### src/rtl/burst_rr_mux.sv
// burst_rr_mux: packet-granular round-robin mux sharing one valid/ready channel
// between NUM_REQ requesters. A winner holds the channel until its last beat.
// Optional feature: define BURST_RR_MUX_LEN_CHECK_EN to cut packets at MAX_BEATS
// beats and flag the cut beat on err_o.
module burst_rr_mux #(
    parameter int unsigned NUM_REQ   = 4,
    parameter int unsigned DATA_W    = 32,
    parameter int unsigned MAX_BEATS = 16
) (
    input  logic                        clk_i,
    input  logic                        rst_ni,
    input  logic                        flush_i,
    input  logic [NUM_REQ-1:0]          req_valid_i,
    input  logic [NUM_REQ*DATA_W-1:0]   req_data_i,
    input  logic [NUM_REQ-1:0]          req_last_i,
    output logic [NUM_REQ-1:0]          req_ready_o,
    output logic                        out_valid_o,
    output logic [DATA_W-1:0]           out_data_o,
    output logic                        out_last_o,
    output logic [$clog2(NUM_REQ)-1:0]  out_idx_o,
    input  logic                        out_ready_i,
    output logic                        busy_o,
    output logic                        err_o
);

    localparam int unsigned IDX_W = $clog2(NUM_REQ);

    typedef enum logic {
        IDLE   = 1'b0,
        LOCKED = 1'b1
    } state_e;

    state_e             state_q, state_d;
    logic [IDX_W-1:0]   ptr_q, ptr_d;
    logic [IDX_W-1:0]   gnt_q, gnt_d;
    logic               out_valid_q, out_valid_d;
    logic [DATA_W-1:0]  out_data_q, out_data_d;
    logic               out_last_q, out_last_d;
    logic [IDX_W-1:0]   out_idx_q, out_idx_d;
    logic               err_q, err_d;

    logic [IDX_W-1:0]   cand_c;
    logic [IDX_W-1:0]   win_c;
    logic               win_vld_c;
    logic [IDX_W-1:0]   sel_c;
    logic [DATA_W-1:0]  sel_data_c;
    logic               sel_last_c;
    logic               can_acc_c;
    logic               xfer_c;
    logic               len_err_c;
    logic               eff_last_c;

`ifdef BURST_RR_MUX_LEN_CHECK_EN
    localparam int unsigned CNT_W = $clog2(MAX_BEATS + 1);
    logic [CNT_W-1:0] cnt_q, cnt_d;
`else
    logic unused_max_beats;
    assign unused_max_beats = ^MAX_BEATS;
`endif

    // Round-robin search starting just past the last packet winner; nearest offset wins.
    always_comb begin
        win_c     = ptr_q;
        win_vld_c = 1'b0;
        cand_c    = '0;
        for (int unsigned i = NUM_REQ; i >= 1; i--) begin
            cand_c = IDX_W'((32'(ptr_q) + i) % NUM_REQ);
            if (req_valid_i[cand_c]) begin
                win_c     = cand_c;
                win_vld_c = 1'b1;
            end
        end
    end

    // Grant, transfer detection, FSM next state and output-slice next values.
    always_comb begin
        state_d     = state_q;
        ptr_d       = ptr_q;
        gnt_d       = gnt_q;
        out_valid_d = out_valid_q;
        out_data_d  = out_data_q;
        out_last_d  = out_last_q;
        out_idx_d   = out_idx_q;
        err_d       = err_q;
        req_ready_o = '0;
        sel_data_c  = '0;
        sel_last_c  = 1'b0;
        len_err_c   = 1'b0;
`ifdef BURST_RR_MUX_LEN_CHECK_EN
        cnt_d       = cnt_q;
`endif

        can_acc_c = !out_valid_q || out_ready_i;
        sel_c     = (state_q == LOCKED) ? gnt_q : win_c;

        if (!flush_i && can_acc_c && ((state_q == LOCKED) || win_vld_c)) begin
            req_ready_o[sel_c] = 1'b1;
        end
        xfer_c = |(req_ready_o & req_valid_i);

        for (int unsigned k = 0; k < NUM_REQ; k++) begin
            if (sel_c == IDX_W'(k)) begin
                sel_data_c = req_data_i[k*DATA_W +: DATA_W];
                sel_last_c = req_last_i[k];
            end
        end

`ifdef BURST_RR_MUX_LEN_CHECK_EN
        len_err_c = xfer_c && !sel_last_c && (cnt_q == CNT_W'(MAX_BEATS - 1));
`endif
        eff_last_c = sel_last_c || len_err_c;

        if (flush_i) begin
            state_d     = IDLE;
            ptr_d       = IDX_W'(NUM_REQ - 1);
            gnt_d       = '0;
            out_valid_d = 1'b0;
            err_d       = 1'b0;
`ifdef BURST_RR_MUX_LEN_CHECK_EN
            cnt_d       = '0;
`endif
        end else if (xfer_c) begin
            out_valid_d = 1'b1;
            out_data_d  = sel_data_c;
            out_last_d  = eff_last_c;
            out_idx_d   = sel_c;
            err_d       = len_err_c;
`ifdef BURST_RR_MUX_LEN_CHECK_EN
            cnt_d       = eff_last_c ? '0 : cnt_q + CNT_W'(1);
`endif
            if (eff_last_c) begin
                state_d = IDLE;
                ptr_d   = sel_c;
            end else begin
                state_d = LOCKED;
                gnt_d   = sel_c;
            end
        end else if (out_ready_i) begin
            out_valid_d = 1'b0;
            err_d       = 1'b0;
        end
    end

    // FSM state, priority pointer and locked requester.
    always_ff @(posedge clk_i or negedge rst_ni) begin
        if (!rst_ni) begin
            state_q <= IDLE;
            ptr_q   <= IDX_W'(NUM_REQ - 1);
            gnt_q   <= '0;
        end else begin
            state_q <= state_d;
            ptr_q   <= ptr_d;
            gnt_q   <= gnt_d;
        end
    end

    // Output register slice.
    always_ff @(posedge clk_i or negedge rst_ni) begin
        if (!rst_ni) begin
            out_valid_q <= 1'b0;
            out_data_q  <= '0;
            out_last_q  <= 1'b0;
            out_idx_q   <= '0;
            err_q       <= 1'b0;
        end else begin
            out_valid_q <= out_valid_d;
            out_data_q  <= out_data_d;
            out_last_q  <= out_last_d;
            out_idx_q   <= out_idx_d;
            err_q       <= err_d;
        end
    end

`ifdef BURST_RR_MUX_LEN_CHECK_EN
    // Beats transferred in the current packet.
    always_ff @(posedge clk_i or negedge rst_ni) begin
        if (!rst_ni) begin
            cnt_q <= '0;
        end else begin
            cnt_q <= cnt_d;
        end
    end
`endif

    assign out_valid_o = out_valid_q;
    assign out_data_o  = out_data_q;
    assign out_last_o  = out_last_q;
    assign out_idx_o   = out_idx_q;
    assign err_o       = err_q;
    assign busy_o      = (state_q == LOCKED) || out_valid_q;

endmodule

### config.mk
export PLATFORM = sky130hd
export DESIGN_NAME = burst_rr_mux
export DESIGN_NICKNAME = d
export VERILOG_FILES = /design/src/rtl/burst_rr_mux.sv
export SDC_FILE = /design/constraint.sdc
export NUM_CORES = 1
export LEC_CHECK = 0
export CAP_MARGIN = 30
export CORE_MARGIN = 2
export CORE_UTILIZATION = 32
export CTS_CLUSTER_SIZE = 28
export DETAILED_ROUTE_END_ITERATION = 8
export PLACE_DENSITY = 0.69
export SLEW_MARGIN = 20
export SYNTH_ARGS = -nofsm -noshare
export SYNTH_HDL_FRONTEND = slang
export SYNTH_SLANG_ARGS = --single-unit
### constraint.sdc
create_clock -name clk_i -period 2.7 [get_ports clk_i]
set_clock_uncertainty 0.15 [all_clocks]
set_input_delay 0.405 -clock clk_i [delete_from_list [all_inputs] [get_ports clk_i]]
set_output_delay 0.405 -clock clk_i [all_outputs]
set_load 0.02 [all_outputs]
==> summary.md <==
| Metric | Value |
|---|---|
| Clock Latency Late Sink | 290 ps |
| # fillers | 842 |
| Rows | 34 |
| CP peak stage delay | 450 ps |
| Post-synth EDFFs | 0 |
| Fin crit period | 2620 ps |
| Final WL | around 9000 um |
| Adder-Cell Fraction of Synth Area | 0 |
| Die H | 98.6 um |
| Fin. max-slew vios | 0 |
| Most common cell in the netlist | nor2_1 |
| Crit path launch | req_valid_i[3] |
| Antenna viol nets, final | 0 |
| Place WS | -348 ps |
| Share of cells above drive strength 1 | 0.0854 |
| Setup violators final | 0 |
| R2r setup slk | 180 ps |
| Compound-Gate Fraction of Synth Area | 0.181 |
| Max-cap violations | 0 |
| Die footprint | roughly 10000 sq um |
| Share of the synthesized area in the top cell type | 0.341 |
| Vias in the first global route | between 3k and 4k |
| Warnings, synthesis | 0 |
| Hold_ws | 332 ps |
| Setup TNS Final | 0 ps |
| Final hold violations | 0 |
| Vias per cell | 4.74 |
| Core region area | approximately 8700 sq um |
| Prevailing post-synth register cell | dfrtp_1 |
| Cell taking the most area after synthesis | dfrtp_1 |
| Area growth, synth to finish | 72.6% |
| Critical R2R Launch | ptr_q[0] |
| R2R cell count | 10 |
| Power Dens Cells | about 1000 nW/um^2 |
| Die Wd | 98.6 um |
| Antenna diode count | 0 |
| Combinational family with the most area after synthesis | simple AND/OR/NAND/NOR gates |
| Clock Tree Buf Depth | 2 |
| Mapped Cells | 430 |
| Global-route wire length before repair | 14,400 um |
| R2R Path End | gnt_q[0] |
| Initial DRC Count | 87 |
| Largest net degree at the start of global routing | 42 |
| Top Ports | around 180 |
| IO buf count | 180 |
| WL/cell | 12.7 um |
| Yosys cell types | 36 |
| Final design utilization | 0.567 |
| Layout net count | 748 |
| Leakage | around 2.1 nW |
| Remaining global-route overflow | 0 |
| HPWL after DPL | 7200 um |
| Post-synthesis xor/xnor area fraction | 0 |
| Async SR Flop Fraction | 1.00 |
| Max IR drop VDD | 0.625 mV |
| WP data required | 2140 ps |
| Yosys reg bits | just over 40 |
| CP startpoint kind | input port |
| Critical path type | input port to output pin |
| Crit-path cells | clkdlybuf4s50_1 > o21ai_1 > a21oi_2 > o41ai_4 > nand2_1 > nor2_1 > clkdlybuf4s15_2 |
| Min-Delay Path Class | flip-flop to flip-flop |
| Critical Path Slowest Stage Cell | clkdlybuf4s50_1 |
| Max-slew headroom | 0.657 |
| Netlist area before placement | 2860 sq um |
| Initial antenna violation count | 0 |
| Initial DRT Pass Iterations | 4 |
| Vias | about 3.4k |
| DRC | 0 |
| Syn avg cell area | 6.66 sq um |
| Mux contribution to synthesized area | 0.0258 |
| Final Total Pwr | ~5.0 mW |
| GRT Util Overall | 0.179 |
| Reg clk slew, reported paths | 70 ps |
| Gpl congestion | 0.812 |
| Simple-Gate Fraction of Synth Area | 0.362 |
| Seq/Total Area, Yosys | 0.359 |
| Crit path capture type | output pin |
| Clk sinks | 41 |
| Syn_nets | 570 |
| Crit Path Max Fanout | 3 |
| Clock tree from TritonCTS | yes |
| CP Data Arrival Time | 2070 ps |
| Top cells by count, synth | nor2_1 (105), nand2_1 (104), dfrtp_1 (39), o21ai_0 (39), nand3_1 (33) |
| Initial core utilization | 0.328 |
| Max Clk Rate | roughly 380 MHz |
| Final setup margin | about 75 ps |
| Final period util | 0.972 |
| Critical Path End | req_ready_o[1] |
| H-Tree Depth | 2 |
| Status | finished clean |
| Worst-Margin Slew | 501 ps |
| Area contributors post-synth | dfrtp_1 (34%), nor2_1 (14%), nand2_1 (14%) |
| CTS buffer count | 5 |
| Root Driver | clkbuf_8 |
[where the power goes]
group / internal [mW] / leakage [nW] / switching [mW]
combinational: 1.55 / 1.60 / 1.99
sequential: 0.922 / 0.503 / 0.174
clock: 0.179 / 0.0439 / 0.215
[flip-flops by register name, indices dropped and copies added (netlist names)]
| signal | count |
|---|---|
| state_q | 1 |
| out_valid_o | 1 |
| ptr_q | 2 |
| out_data_o | 32 |
| gnt_q | 2 |
| out_last_o | 1 |
| out_idx_o | 2 |
[kinds of logic (layout without fill, tap and decap cells)]
logic type,Yosys count,after routing
simple gates,255,255
compound gates,87,87
flops,41,41
buf+inv,39,218
mux,7,7
other cells,1,1
[layout make-up]
type                       count  area, sq um  share of cell area
timing repair buffer         204         2010               0.407
multi-input combinational    350         1660               0.335
sequential                    41         1030               0.208
tap                          108          135              0.0273
clock buffer                   5         68.8              0.0139
inverter                       6         22.5             0.00456
clock inverter                 3         17.5             0.00354
[what timing repair did]
item | 4_1_cts | 5_1_grt
cloned | 0 | 0
pin swaps | 0 | 1
setup buffers | 0 | 2
setup endpoints to repair | 6 | 24
resized for setup | 9 | 12
hold buffers | 0 | 1
endpoints found under the hold margin | 0 | 8
[worst max-delay path: cells and delay by family]
kind | cells | cell delay, ps
compound gates | 3 | 680
simple gates | 2 | 260
buf+inv | 2 | 720
[layer usage]
layer  GRT usage  wire (um)  part of all wire
met1       0.203       3630              0.40
met2       0.340       4730              0.52
met3      0.0468        613             0.068
met4      0.0358         95             0.010
met5           0          0                 0
[worst min-delay path by stage]
stage	end	depth (start not counted)	startpoint	slack (ps)
finish	out_data_o[4]	2	out_data_o[4]	330
global route	out_data_o[1]	2	out_data_o[1]	360
CTS	out_data_o[24]	1	rst_ni	110
detailed placement	out_data_o[2]	2	out_data_o[2]	330
global placement	out_data_o[24]	2	out_data_o[24]	310
floorplan	gnt_q[0]	0	rst_ni	-40
[cell usage in the layout, fill, tap and decap left out, drive strengths merged, types with 2 or more instances in the layout]
cell type,instances
a21oi,6
buf,24
clkbuf,8
clkdlybuf4s50,175
clkinv,2
dfrtp,39
dfstp,2
inv,6
mux2i,7
nand2,104
nand2b,6
nand3,33
nor2,105
nor2b,2
nor3,2
o21ai,70
[metrics by stage]
stage	instances	instance area (sq um)
6_report	717	4940
5_1_grt	717	4940
4_1_cts	713	4880
3_5_place_dp	705	4790
3_3_place_gp	705	4790
2_1_floorplan	430	2860
Note: power is estimated with default switching activity, not from simulation.
